[config.mk]
export PLATFORM = sky130hd
export DESIGN_NAME = data_mem_arbiter
export DESIGN_NICKNAME = d
export VERILOG_FILES = /design/src/rtl/data_mem_arbiter_pkg.sv /design/src/rtl/data_mem_arbiter_rr_pick2.sv /design/src/rtl/data_mem_arbiter.sv
export SDC_FILE = /design/constraint.sdc
export NUM_CORES = 1
export LEC_CHECK = 0
export ABC_AREA = 1
export ABC_CLOCK_PERIOD_IN_PS = 1070
export CAP_MARGIN = 20
export CORE_MARGIN = 2
export CORE_UTILIZATION = 35
export DETAILED_ROUTE_END_ITERATION = 12
export DONT_BUFFER_PORTS = 1
export HOLD_SLACK_MARGIN = 0.02
export PLACE_DENSITY = 0.63
export SLEW_MARGIN = 0
export SYNTH_ARGS = -nofsm -noshare
export SYNTH_HDL_FRONTEND = slang
export SYNTH_SLANG_ARGS = --single-unit
export TNS_END_PERCENT = 10
[constraint.sdc]
create_clock -name clk -period 1.07 [get_ports clk]
set_input_delay 0.1605 -clock clk [delete_from_list [all_inputs] [get_ports clk]]
set_output_delay 0.1605 -clock clk [all_outputs]
set_load 0.01 [all_outputs]
[src/rtl/data_mem_arbiter_pkg.sv]
// Shared definitions for the data memory arbiter: owner encodings, lock states
// and default geometry.
package data_mem_arbiter_pkg;

  localparam int ADDR_W_DEF   = 5;
  localparam int DATA_W_DEF   = 8;
  localparam int MAX_LOCK_DEF = 8;

  localparam logic [1:0] OWN_NONE = 2'b00;
  localparam logic [1:0] OWN_CORE = 2'b01;
  localparam logic [1:0] OWN_HOST = 2'b10;

  // Encoding of the last_gnt register: which side won the most recent grant.
  localparam logic LAST_CORE = 1'b0;
  localparam logic LAST_HOST = 1'b1;

  typedef enum logic [1:0] {
    IDLE,
    LOCK_CORE,
    LOCK_HOST
  } lock_state_t;

endpackage

[src/rtl/data_mem_arbiter_rr_pick2.sv]
// Combinational two-way round-robin picker. Bit 0 is the core, bit 1 the host;
// a non-zero i_force mask restricts which side may be granted.
module data_mem_arbiter_rr_pick2
  import data_mem_arbiter_pkg::*;
(
  input  logic [1:0] i_req,
  input  logic       i_last,
  input  logic [1:0] i_force,
  output logic [1:0] o_gnt
);

  logic [1:0] w_elig;

  assign w_elig = (i_force != OWN_NONE) ? (i_req & i_force) : i_req;

  // NOTE: every combinational output gets a default first so no path can infer a latch.
  always_comb begin
    o_gnt = w_elig;
    if (w_elig == 2'b11) begin
      o_gnt = (i_last == LAST_HOST) ? OWN_CORE : OWN_HOST;
    end
  end

endmodule

[src/rtl/data_mem_arbiter.sv]
// Round-robin arbiter sharing the single-port data memory between the core and
// the host port. Define DATA_MEM_ARB_LOCK_EN to compile in the burst lock FSM.
module data_mem_arbiter
  import data_mem_arbiter_pkg::*;
#(
  parameter int ADDR_W   = ADDR_W_DEF,
  parameter int DATA_W   = DATA_W_DEF,
  parameter int MAX_LOCK = MAX_LOCK_DEF
) (
  input  logic              clk,
  input  logic              rst,
  input  logic              core_req,
  input  logic              core_we,
  input  logic [ADDR_W-1:0] core_addr,
  input  logic [DATA_W-1:0] core_wdata,
  input  logic              core_lock,
  output logic              core_gnt,
  output logic [DATA_W-1:0] core_rdata,
  output logic              core_rvalid,
  input  logic              host_req,
  input  logic              host_we,
  input  logic [ADDR_W-1:0] host_addr,
  input  logic [DATA_W-1:0] host_wdata,
  input  logic              host_lock,
  output logic              host_gnt,
  output logic [DATA_W-1:0] host_rdata,
  output logic              host_rvalid,
  output logic              mem_we,
  output logic [ADDR_W-1:0] mem_addr,
  output logic [DATA_W-1:0] mem_wdata,
  input  logic [DATA_W-1:0] mem_rdata,
  output logic [1:0]        owner
);

  logic [1:0]        w_pick;
  logic [1:0]        w_force;
  logic              w_core_gnt;
  logic              w_host_gnt;
  logic              r_last;
  logic              r_core_rvalid;
  logic              r_host_rvalid;
  logic [DATA_W-1:0] r_core_rdata;
  logic [DATA_W-1:0] r_host_rdata;

  data_mem_arbiter_rr_pick2 u_rr_pick2 (
    .i_req   ({host_req, core_req}),
    .i_last  (r_last),
    .i_force (w_force),
    .o_gnt   (w_pick)
  );

  // A cycle with reset asserted performs no access at all.
  assign w_core_gnt = w_pick[0] & ~rst;
  assign w_host_gnt = w_pick[1] & ~rst;

  assign core_gnt    = w_core_gnt;
  assign host_gnt    = w_host_gnt;
  assign owner       = {w_host_gnt, w_core_gnt};
  assign core_rdata  = r_core_rdata;
  assign host_rdata  = r_host_rdata;
  assign core_rvalid = r_core_rvalid;
  assign host_rvalid = r_host_rvalid;

  always_comb begin
    mem_we    = 1'b0;
    mem_addr  = '0;
    mem_wdata = '0;
    if (w_core_gnt) begin
      mem_we    = core_we;
      mem_addr  = core_addr;
      mem_wdata = core_wdata;
    end else if (w_host_gnt) begin
      mem_we    = host_we;
      mem_addr  = host_addr;
      mem_wdata = host_wdata;
    end
  end

  // NOTE: sequential state uses non-blocking assignments so every register samples pre-edge values.
  always_ff @(posedge clk) begin
    if (rst) begin
      r_last        <= LAST_HOST;
      r_core_rvalid <= 1'b0;
      r_host_rvalid <= 1'b0;
      r_core_rdata  <= '0;
      r_host_rdata  <= '0;
    end else begin
      r_core_rvalid <= w_core_gnt & ~core_we;
      r_host_rvalid <= w_host_gnt & ~host_we;
      if (w_core_gnt & ~core_we) r_core_rdata <= mem_rdata;
      if (w_host_gnt & ~host_we) r_host_rdata <= mem_rdata;
      if (w_core_gnt)      r_last <= LAST_CORE;
      else if (w_host_gnt) r_last <= LAST_HOST;
    end
  end

`ifdef DATA_MEM_ARB_LOCK_EN
  localparam int CNT_W = $clog2(MAX_LOCK + 1);

  lock_state_t      r_state;
  lock_state_t      w_state_nxt;
  logic [CNT_W-1:0] r_lock_cnt;
  logic [CNT_W-1:0] w_lock_cnt_nxt;

  assign w_force = (r_state == LOCK_CORE) ? OWN_CORE :
                   (r_state == LOCK_HOST) ? OWN_HOST : OWN_NONE;

  always_ff @(posedge clk) begin
    if (rst) begin
      r_state    <= IDLE;
      r_lock_cnt <= '0;
    end else begin
      r_state    <= w_state_nxt;
      r_lock_cnt <= w_lock_cnt_nxt;
    end
  end

  // The grant that reaches MAX_LOCK releases the lock; last_gnt then favours the other side.
  always_comb begin
    w_state_nxt    = r_state;
    w_lock_cnt_nxt = r_lock_cnt;
    case (r_state)
      IDLE: begin
        if (w_core_gnt && core_lock && (MAX_LOCK > 1)) begin
          w_state_nxt    = LOCK_CORE;
          w_lock_cnt_nxt = CNT_W'(1);
        end else if (w_host_gnt && host_lock && (MAX_LOCK > 1)) begin
          w_state_nxt    = LOCK_HOST;
          w_lock_cnt_nxt = CNT_W'(1);
        end
      end
      LOCK_CORE: begin
        if (!core_lock || (w_core_gnt && r_lock_cnt == CNT_W'(MAX_LOCK - 1))) begin
          w_state_nxt    = IDLE;
          w_lock_cnt_nxt = '0;
        end else if (w_core_gnt) begin
          w_lock_cnt_nxt = r_lock_cnt + CNT_W'(1);
        end
      end
      LOCK_HOST: begin
        if (!host_lock || (w_host_gnt && r_lock_cnt == CNT_W'(MAX_LOCK - 1))) begin
          w_state_nxt    = IDLE;
          w_lock_cnt_nxt = '0;
        end else if (w_host_gnt) begin
          w_lock_cnt_nxt = r_lock_cnt + CNT_W'(1);
        end
      end
      default: begin
        w_state_nxt    = IDLE;
        w_lock_cnt_nxt = '0;
      end
    endcase
  end
`else
  logic w_lock_unused;

  assign w_force       = OWN_NONE;
  assign w_lock_unused = core_lock | host_lock | (MAX_LOCK == 0);
`endif

endmodule

# Word level (Yosys, flattened, before mapping)
# Index checks and enable logic that the tools add are counted.
# totals
reg_bits	19
inputBits	42
out_inout_bits	36
elab_cells	24
# classes
n_eq_ne	1
muxes	10
bitwise	7
n_reduce_logical	1
# op_table
op	n
$mux 8	2
$mux 5	2
$and 1x1->1	4
$mux 1	4
$mux 2	2
$not 1->1	3
$eq 2x2->1 const B	1
$reduce_bool 2->1	1

# Longest topological paths before layout
# logic_depth
depth_word	5
ltp_mapped	7

# Modules after synthesis
# A second synthesis with hierarchy kept.
# hier_totals
hier_cells	180
area_unflattened_um2	1208.7
# by_module_without_submodules
mod	instances	cells_per_inst	area_each_um2
data_mem_arbiter	1	167	1149.9
data_mem_arbiter_rr_pick2	1	13	58.8

# Worst setup path before layout
# OpenSTA, ideal clock, no wires.
# synth_path
path_kind	reg-to-output
start	reg r_last
end	out mem_addr[2]
t_arrival_ns	0.988
slack_ns	-0.079
path_stages_with_launch	7
path_buffers	1
cell_sequence	dfxtp_1 nand2_1 nand2_4 inv_4 buf_6 nand2_1 nand2_1
# synth_via
elab_chain_len	5
# synth_rtl
item	line_no	text
start, declared	data_mem_arbiter.sv:39	logic r_last;
start signal, assigned	data_mem_arbiter.sv:82	r_last <= LAST_HOST;
start signal, assigned	data_mem_arbiter.sv:92	if (w_core_gnt) r_last <= LAST_CORE;
start signal, assigned	data_mem_arbiter.sv:93	else if (w_host_gnt) r_last <= LAST_HOST;
$mux 2	data_mem_arbiter_rr_pick2.sv:20	o_gnt = (i_last == LAST_HOST) ? OWN_CORE : OWN_HOST;
$mux 2	data_mem_arbiter_rr_pick2.sv:19	if (w_elig == 2'b11) begin
$and 1x1->1	data_mem_arbiter.sv:54	assign w_host_gnt = w_pick[1] & ~rst;
named net host_gnt	data_mem_arbiter.sv:25	output logic host_gnt,
$mux 5	data_mem_arbiter.sv:72	end else if (w_host_gnt) begin
$mux 5	data_mem_arbiter.sv:68	if (w_core_gnt) begin
end, declared	data_mem_arbiter.sv:29	output logic [ADDR_W-1:0] mem_addr,
# The timed path passes the listed nets, and every way through them passes these cells.

# Worst setup path in the final report
# layout_path
start	reg r_last
end	out mem_we
# layout_via
elab_chain_len	5
# layout_rtl
item	line_no	text
$mux 2 *	data_mem_arbiter_rr_pick2.sv:20	
$mux 2 *	data_mem_arbiter_rr_pick2.sv:19	
$and 1x1->1	data_mem_arbiter.sv:54	
$mux 1	data_mem_arbiter.sv:72	
$mux 1 *	data_mem_arbiter.sv:68	
end, declared	data_mem_arbiter.sv:28	output logic mem_we,
# Mark *: on every way between the ends. The rest lies on a longest branch, timed or not.

==> results.sh <==
export IMPL_cts_tree="built"
export IMPL_fin_worst_skew_ns=0.00208
export IMPL_ys_seq_area_share_pct=33.2
export IMPL_drcViolationCount=0
export IMPL_die_h_um=61.2
export IMPL_ys_ff_latch=19
export IMPL_hold_class="input pin to flop"
export IMPL_cp_required_ns=0.91
export IMPL_routedWlPerCell_um=10.6
export IMPL_rsz0062_at_grt="true"
export IMPL_r2r_slack_ns=-0.04
export IMPL_clkTransAtPathRegs_ns=0.10
export IMPL_placed_area_sq_mm=0.00125
export IMPL_synth_area_leaders="dfxtp_1 (33%), nand2_1 (24%), inv_1 (14%), nand4_1 (8.7%), nor2_1 (5.2%)"
export IMPL_hpwl_um=1960
export IMPL_p_leak_nw=0.733
export IMPL_worst_slew_pin_slew_ns=0.354
export IMPL_min_period_over_period_pct=117
export IMPL_drt_total_wl_um=2560
export IMPL_total_power_mw=1.48
export IMPL_routed_via_density=4.50
export IMPL_setup_ws_ns=-0.187
export IMPL_root_buffer="clkbuf_4"
export IMPL_die_x_um=61.2
export IMPL_cp_data_arrival_time_ns=1.10
export IMPL_dieArea_sq_mm=0.00374
export IMPL_power_density_mw_per_mm2=1070
export IMPL_report_final_hold_viol_count=0
export IMPL_num_fill_cells=333
export IMPL_fin_hold_ws_ns=0.0293
export IMPL_startpoint="r_last"
export IMPL_clock_latency_ns=0.29
export IMPL_synth_top_cell_area_share_pct=33.2
export IMPL_ys_types=17
export IMPL_max_cap_violations=0
export IMPL_track_usage_pct=13.0
export IMPL_htree_levels=1
export IMPL_diodes=0
export IMPL_crit_path_end_kind="output pin"
export IMPL_start_util_pct=37.2
export IMPL_layout_commonest_cell="nand2_1"
export IMPL_outcome="complete, but fails checks"
export IMPL_slew_headroom_pct=76.2
export IMPL_grt_pass1_vias=952
export IMPL_grt_remaining_overflow=0
export IMPL_worstSetupStartpointType="flop"
export IMPL_violations="setup timing"
export IMPL_ios=78
export IMPL_synth_top_cell_by_area="dfxtp_1"
export IMPL_clock_sinks=19
export IMPL_netlist_instances=187
export IMPL_critPathSlowestCell="dfxtp_2"
export IMPL_final_area_sq_mm=0.00138
export IMPL_ant_nets=0
export IMPL_slowest_delay_ns=0.34
export IMPL_rr_worst_depth=8
export IMPL_drt_pre_antenna_iters=4
export IMPL_yosysWarnings=0
export IMPL_setup_violations=26
export IMPL_first_iter_violations=36
export IMPL_endpoint="mem_we"
export IMPL_vias=1089
export IMPL_mostFrequentLayoutCells="nand2_1 (57), inv_1 (43), dfxtp_1 (18), nand4_1 (16), nor2_1 (16)"
export IMPL_period_minus_slack_ns=1.26
export IMPL_antenna_found_initial=0
export IMPL_gp_congestion=0.764
export IMPL_io_buffers=0
export IMPL_grt_pass1_wl_um=3710
export IMPL_rows=20
export IMPL_synth_area_sq_mm=0.00114
export IMPL_core_area_sq_mm=0.00308
export IMPL_slew_violations=0
export IMPL_worstPathMaxFanout=2
export IMPL_area_growth_pct=20.3
export IMPL_cts_made_buffers=3
export IMPL_critPathKind="flop to output pin"
export IMPL_synth_area_per_cell_sq_um=6.12
export IMPL_timing_critical_path_cells="nand2_2, nand2_4, o22ai_4, buf_6"
export IMPL_synth_fp_nets=229
export IMPL_rr_endpoint="core_rdata[7]"
export IMPL_fmax_ghz=0.795
export IMPL_peakVddDrop_uv=392
export IMPL_drive_gt1_share_pct=21.7
export IMPL_grt_max_degree=16
export IMPL_final_nets=241
export IMPL_place_ws_ns=0.0117
export IMPL_clk_path_buf_depth=2
export IMPL_r2r_start="r_last"
## kinds of logic (layout without fill, tap and decap cells)
group | count (synthesis) | count (layout) | share of synthesized area, %
buf+inv | 55 | 66 | 20.5
simple gates | 111 | 111 | 45.1
flops | 19 | 19 | 33.2
compound gates | 2 | 2 | 1.09
## worst max-delay path: cells and delay by family, from the launching register on
family | cells | cell delay, ns
AO/OA/AOI/OAI | 1 | 0.16
flip-flops | 1 | 0.34
AND/OR/NAND/NOR | 2 | 0.18
buffers and inverters | 1 | 0.13
## synthesized netlist by cell type
cell       n
nand2_1   72
inv_1     44
dfxtp_1   19
nand4_1   16
nor2_1    16
clkinv_1   3
buf_4      2
buf_6      2
inv_4      2
nand2_4    2
nand3_4    2
nor2_4     2
a31oi_1    1
buf_2      1
inv_2      1
nand2_2    1
o22ai_1    1
## flip-flops by register name, indices dropped and copies added (netlist names)
register,count
host_rdata,8
core_rdata,8
r_last,1
core_rvalid,1
host_rvalid,1
## per-layer routing
layer / track usage [%] / vias to the layer above / wire length, um
met3: 3.57 / 2 / 251
met5: 0 / - / 0
met4: 4.66 / 0 / 19
met2: 25.5 / 60 / 1300
li1: - / 567 / -
met1: 12.9 / 460 / 991
## worst min path at each step
stage	end	depth (start not counted)	slack, ns	from
2_1_floorplan	r_last	2	0.34	host_req
5_1_grt	r_last	2	0.02	host_req
3_3_place_gp	r_last	2	0.35	rst
3_5_place_dp	r_last	2	0.35	rst
6_report	r_last	2	0.03	rst
4_1_cts	r_last	2	0.02	rst
## stage by stage
| step | utilization (%) | setup TNS, ns | instances |
|---|---|---|---|
| floorplan | - | -0.500 | 187 |
| global placement | 40.5 | 0 | 236 |
| detailed placement | 40.5 | 0 | 236 |
| CTS | 43.4 | -3.48 | 241 |
| global route | 44.8 | -5.60 | 242 |
| finish | 44.8 | -3.31 | 242 |
## where the power goes
part	internal, mW	leakage (nW)	switching, mW
clock	0.145	0.0150	0.210
sequential	0.743	0.155	0.0363
combinational	0.125	0.563	0.217
## what timing repair did
| item | 4_1_cts | 5_1_grt |
|---|---|---|
| endpoints found under the setup margin | 19 | 31 |
| hold buffers | 0 | 0 |
| pin swaps | 4 | 4 |
| resized for setup | 21 | 7 |
| cloned | 0 | 1 |
| buffers inserted | 1 | 0 |
## final cells by class
cell class              count  area [sq um]  share of cell area [%]
multi-input cells         113           599                    43.5
well taps                  44          55.1                    4.00
inverters                  50           203                    14.7
clock buffers               4          26.3                    1.91
repair inverters            1          6.26                   0.454
flip-flops and latches     19           382                    27.7
repair buffers             11           106                    7.72
(Power assumes the default switching activity.)
